`config.mk`:
```
export PLATFORM = sky130hd
export DESIGN_NAME = capture_drain
export DESIGN_NICKNAME = d
export VERILOG_FILES = /design/src/rtl/capture_pkg.sv /design/src/rtl/capture_drain.sv
export SDC_FILE = /design/constraint.sdc
export NUM_CORES = 1
export LEC_CHECK = 0
export BUFFER_PORTS_ARGS = -buffer_cell sky130_fd_sc_hd__buf_2
export CORE_ASPECT_RATIO = 1.25
export CORE_MARGIN = 4
export CORE_UTILIZATION = 55
export CTS_BUF_LIST = sky130_fd_sc_hd__clkbuf_8
export CTS_CLUSTER_SIZE = 24
export DETAILED_ROUTE_END_ITERATION = 16
export HOLD_SLACK_MARGIN = 0.06
export PLACE_DENSITY = 0.83
export SYNTH_ARGS = -nofsm -noshare
export SYNTH_HDL_FRONTEND = slang
export SYNTH_SLANG_ARGS = --single-unit
```
`constraint.sdc`:
```
create_clock -name clk -period 3 [get_ports clk]
set_input_delay 0.75 -clock clk [delete_from_list [all_inputs] [get_ports clk]]
set_output_delay 0.75 -clock clk [all_outputs]
set_load 0.1 [all_outputs]
```
`src/rtl/capture_pkg.sv`:
```
// Shared definitions for the capture path: drain FSM states, frame marker
// and the writer's one-hot state codes.
package capture_pkg;

    typedef enum logic [9:0] {
        ST_IDLE     = 10'b00_0000_0001,
        ST_HDR      = 10'b00_0000_0010,
        ST_LEN_HI   = 10'b00_0000_0100,
        ST_LEN_LO   = 10'b00_0000_1000,
        ST_FETCH    = 10'b00_0001_0000,
        ST_LATCH    = 10'b00_0010_0000,
        ST_SEND_HI  = 10'b00_0100_0000,
        ST_SEND_LO  = 10'b00_1000_0000,
        ST_CKSUM    = 10'b01_0000_0000,
        ST_WAIT_REL = 10'b10_0000_0000
    } drain_state_t;

    localparam logic [7:0] HDR_BYTE_DEFAULT = 8'hA5;

    // Writer state codes, so capture_done can be derived as (wr_state == WR_PAUSE).
    localparam logic [2:0] WR_INIT   = 3'b001;
    localparam logic [2:0] WR_BUFFER = 3'b010;
    localparam logic [2:0] WR_PAUSE  = 3'b100;

endpackage

```
`src/rtl/capture_drain.sv`:
```
// Drains a full capture FIFO into a framed byte stream:
// header, 16-bit length, samples MSB-first, XOR checksum (tlast).
module capture_drain
    import capture_pkg::*;
#(
    parameter int         SAMPLE_W      = 16,
    parameter int         FRAME_SAMPLES = 1024,
    parameter logic [7:0] HDR_BYTE      = HDR_BYTE_DEFAULT
) (
    input  logic                clk,
    input  logic                rstn,
    input  logic                capture_done,
    input  logic                fifo_empty,
    input  logic [SAMPLE_W-1:0] fifo_dout,
    output logic                fifo_rd_en,
    output logic [7:0]          m_tdata,
    output logic                m_tvalid,
    input  logic                m_tready,
    output logic                m_tlast,
    output logic                busy,
    output logic                underrun
);

    localparam logic [15:0] FRAME_LEN = 16'(FRAME_SAMPLES);

    drain_state_t state;
    logic [7:0]   cksum;
    logic [15:0]  count;
    logic [7:0]   sample_lo;
    logic         xfer;
    logic [15:0]  count_next;

    assign xfer       = m_tvalid && m_tready;
    assign count_next = count + 16'd1;

    // The read strobe is decoded from state so that read data lands exactly
    // in LATCH, keeping the per-sample cost at four cycles.
    assign fifo_rd_en = (state == ST_FETCH) && !fifo_empty;

    always_ff @(posedge clk) begin
        if (!rstn) begin
            state     <= ST_IDLE;
            m_tdata   <= 8'h00;
            m_tvalid  <= 1'b0;
            m_tlast   <= 1'b0;
            busy      <= 1'b0;
            underrun  <= 1'b0;
            cksum     <= 8'h00;
            count     <= 16'h0000;
            sample_lo <= 8'h00;
        end else begin
            unique case (state)
                ST_IDLE: begin
                    if (capture_done) begin
                        state    <= ST_HDR;
                        m_tdata  <= HDR_BYTE;
                        m_tvalid <= 1'b1;
                        busy     <= 1'b1;
                        cksum    <= 8'h00;
                        count    <= 16'h0000;
                    end
                end
                ST_HDR: begin
                    if (xfer) begin
                        state   <= ST_LEN_HI;
                        m_tdata <= FRAME_LEN[15:8];
                    end
                end
                ST_LEN_HI: begin
                    if (xfer) begin
                        state   <= ST_LEN_LO;
                        cksum   <= cksum ^ m_tdata;
                        m_tdata <= FRAME_LEN[7:0];
                    end
                end
                ST_LEN_LO: begin
                    if (xfer) begin
                        state    <= ST_FETCH;
                        cksum    <= cksum ^ m_tdata;
                        m_tvalid <= 1'b0;
                    end
                end
                // An empty FIFO here means the writer under-delivered; pad with zeros
                // so the frame still matches its header.
                ST_FETCH: begin
                    if (!fifo_empty) begin
                        state <= ST_LATCH;
                    end else begin
                        state     <= ST_SEND_HI;
                        underrun  <= 1'b1;
                        sample_lo <= 8'h00;
                        m_tdata   <= 8'h00;
                        m_tvalid  <= 1'b1;
                    end
                end
                ST_LATCH: begin
                    state     <= ST_SEND_HI;
                    sample_lo <= fifo_dout[7:0];
                    m_tdata   <= fifo_dout[15:8];
                    m_tvalid  <= 1'b1;
                end
                ST_SEND_HI: begin
                    if (xfer) begin
                        state   <= ST_SEND_LO;
                        cksum   <= cksum ^ m_tdata;
                        m_tdata <= sample_lo;
                    end
                end
                ST_SEND_LO: begin
                    if (xfer) begin
                        cksum <= cksum ^ m_tdata;
                        count <= count_next;
                        if (count_next == FRAME_LEN) begin
                            state   <= ST_CKSUM;
                            m_tdata <= cksum ^ m_tdata;
                            m_tlast <= 1'b1;
                        end else begin
                            state    <= ST_FETCH;
                            m_tvalid <= 1'b0;
                        end
                    end
                end
                ST_CKSUM: begin
                    if (xfer) begin
                        state    <= ST_WAIT_REL;
                        m_tvalid <= 1'b0;
                        m_tlast  <= 1'b0;
                        busy     <= 1'b0;
                    end
                end
                // Hold off re-triggering until the writer leaves its pause state.
                ST_WAIT_REL: begin
                    if (!capture_done) begin
                        state <= ST_IDLE;
                    end
                end
                default: begin
                    state <= ST_IDLE;
                end
            endcase
        end
    end

endmodule

```
==> impl_metrics.tcl <==
set metrics [dict create \
    ys_warn_count 0 \
    vias_per_cell 6.354 \
    reg2reg_slack_ns 0.36 \
    clk_pin_slew_worst_paths_ns 0.10 \
    r2r-end "m_tdata[0]" \
    synth_flop_cell "dfxtp_1" \
    use_met1 0.2812 \
    final_common_cell "dfxtp_1" \
    max_stage_delay_ns 0.43 \
    syn_area_um2 3141 \
    dieArea_um2 6990 \
    drtIter0Drc 183 \
    r2r-start "count[0]" \
    status "completed" \
    ff2ff_path_depth 8 \
    peakVddDrop_v 0.0002809 \
    multi_input_area_um2 1941 \
    diodes 0 \
    critical_path.cell_chain "nor4_4, nand3_1, nor3_4, buf_6" \
    min_path_type "register to register" \
    gp_congestion 0.8857 \
    cts-root-buf "clkbuf_8" \
    die_h_um 92.49 \
    cts_max_path_buffers 2 \
    critPathArrivalTime_ns 2.05 \
    initial_core_util 0.5731 \
    synth_edf_count 0 \
    final_util 0.6290 \
    syn_inst 389 \
    grt_usage 0.2277 \
    rows 30 \
    cts_buffers 5 \
    synth.net_count 412 \
    grt-busiest-layer "met2" \
    avgSynthCellArea_um2 8.073 \
    critPathLaunchType "register" \
    ys_types 64 \
    crit_required_ns 2.25 \
    firstDrtPassIters 5 \
    crit_path_start "state[6]" \
    grt_start_max_net_pins 26 \
    period_share 0.9347 \
    place_hpwl_mm 5.458 \
    critPathCapture "fifo_rd_en" \
    postCtsSetupRepairBufs 0 \
    grt_first_pass_wirelength_mm 12.78 \
    critPathKind "register to output pin" \
    drc 0 \
    dieWidth_um 75.59 \
    max_cap_violations 0 \
    ys_seq_elements 54 \
    io_pins 34 \
    grt_pass1_vias 2839 \
    tns_ns 0 \
    final_cell_mix "dfxtp_1 (54), a21oi_1 (46), nor2_1 (42), buf_2 (32), nand2_1 (25)" \
    post_dp_cell_area_um2 3349 \
    cp_top_family "simple AND/OR/NAND/NOR gates" \
    postRouteAntennaNets 0 \
    finClkSkew_ns 0.007221 \
    antenna_found_initial 0 \
    numClockSinks 54 \
    worst_slack_ns 0.1959 \
    slew_headroom 0.4595 \
    drv_slew 0 \
    drt-wirelength-per-cell_um 16.14 \
    grt-ovfl-total 0 \
    fp.coreArea_um2 5480 \
    postLayoutCellArea_um2 3447 \
    dp_slack_ns 0.3761 \
    hold_viol 0 \
    rsz0062_at_grt "false" \
    cts_tree "built" \
    io_buffers 33 \
    worst_pin_slew_ns 0.8108 \
    slowest_stage "nor4_4" \
    vias 3037 \
    cp.depth 4 \
    ys_seq_area_frac 0.3442 \
    h-tree-depth 2 \
    nNetsFinal 436 \
    worstSetupEndpointType "output pin" \
    met2_usage 0.3754 \
    setup_viol 0 \
    drt-total-wl_mm 7.717 \
    drive_gt1_frac 0.1618 \
    async_flop_share 0 \
    grtUsageMet3 0.04126 \
    layout_min_cycle_time_ns 2.804 \
    regArea_um2 1081 \
    crit_fanout 7 \
    fmaxAchievable_mhz 356.6 \
    path_buf_inv 1 \
    fill_cells 455 \
    p_leak_uw 0.001285 \
    areaGrowthSynthToFinish_pct 9.761 \
    p_per_area_nw_per_um2 472.3 \
    fin_worst_hold_slack_ns 0.4879 \
    clk_latency_ns 0.31 \
]
[sequential cells by signal, indices dropped and copies added, names as in the netlist]
register	cells
count	16
m_tlast	1
state	10
cksum	8
busy	1
underrun	1
m_tvalid	1
sample_lo	8
m_tdata	8
[cells in the mapped netlist (3+ instances only)]
master / n / area, µm²
dfxtp_1: 54 / 1081
a21oi_1: 46 / 230.2
nor2_1: 42 / 157.7
nand2_1: 25 / 93.84
o21ai_1: 16 / 80.08
nand3_1: 15 / 75.07
clkbuf_1: 14 / 52.55
a22oi_1: 13 / 97.59
o21ai_0: 11 / 55.05
nand4_1: 10 / 62.56
buf_2: 9 / 45.04
nor3_1: 9 / 45.04
a211oi_1: 7 / 52.55
or3_1: 7 / 43.79
xnor2_1: 7 / 61.31
and2_1: 6 / 37.54
a221o_1: 5 / 50.05
and3_1: 5 / 31.28
inv_1: 5 / 18.77
xor2_1: 5 / 43.79
a21o_1: 4 / 30.03
mux2i_1: 4 / 40.04
nor2b_1: 4 / 25.02
nor3b_1: 4 / 30.03
nor4_1: 4 / 25.02
o221a_1: 4 / 45.04
a31oi_1: 3 / 18.77
nand2b_1: 3 / 18.77
nand4b_1: 3 / 26.28
nor3_2: 3 / 30.03
[final cells by class]
class / count / share of cell area
clock inverters: 2 / 0.002541
inverters: 6 / 0.006534
multi-input cells: 305 / 0.5630
well taps: 64 / 0.02323
repair buffers: 41 / 0.06715
flip-flops and latches: 54 / 0.3136
clock buffers: 6 / 0.02396
[how the worst min path moves through the flow]
| stage | from | end | depth (start not counted) |
|---|---|---|---|
| 2_1_floorplan | cksum[1] | cksum[1] | 1 |
| 3_3_place_gp | underrun | underrun | 2 |
| 3_5_place_dp | underrun | underrun | 2 |
| 4_1_cts | underrun | underrun | 2 |
| 5_1_grt | underrun | underrun | 2 |
| 6_report | underrun | underrun | 2 |
[cells by family (layout without fill, tap and decap cells)]
kind of cell,after synthesis,after routing,synth area share
multiplexers,4,4,0.01275
flip-flops,54,54,0.3442
XOR/XNOR,12,12,0.03347
AO/OA/AOI/OAI,123,123,0.2578
buffers and inverters,30,55,0.03984
adder cells (fa/ha/maj),2,2,0.007967
AND/OR/NAND/NOR,164,164,0.3040
[power breakdown]
group	switching, µW	internal (µW)	leakage, µW	total [µW]
clock	238	184	0.0000524	422
combinational	311	121	0.000796	432
sequential	34.0	740	0.000437	774
total	583	1040	0.00129	1630
[layer usage]
layer	vias up	share of wire
li1	1498	-
met2	114	0.50
met5	-	0
met1	1405	0.41
met4	0	0.026
met3	20	0.058
[worst register-to-register path: cells and delay by family, from the launching register on]
family | cells | cell delay [ns]
simple gates | 4 | 0.83
mux | 1 | 0.37
flops | 1 | 0.51
fa+ha+maj | 1 | 0.33
compound gates | 2 | 0.49
[repair_timing]
item                                    4_1_cts  5_1_grt
endpoints found under the setup margin        0        1
resized for setup                             0        3
hold buffers                                  0        0
[metrics by stage]
stage | total power [µW] | std cells
after floorplan | 1122 | 389
after global placement | 1214 | 470
after detailed placement | 1218 | 470
after CTS | 1634 | 478
after global routing | 1695 | 478
final | 1628 | 478
Note: power is estimated with default switching activity, not from simulation.
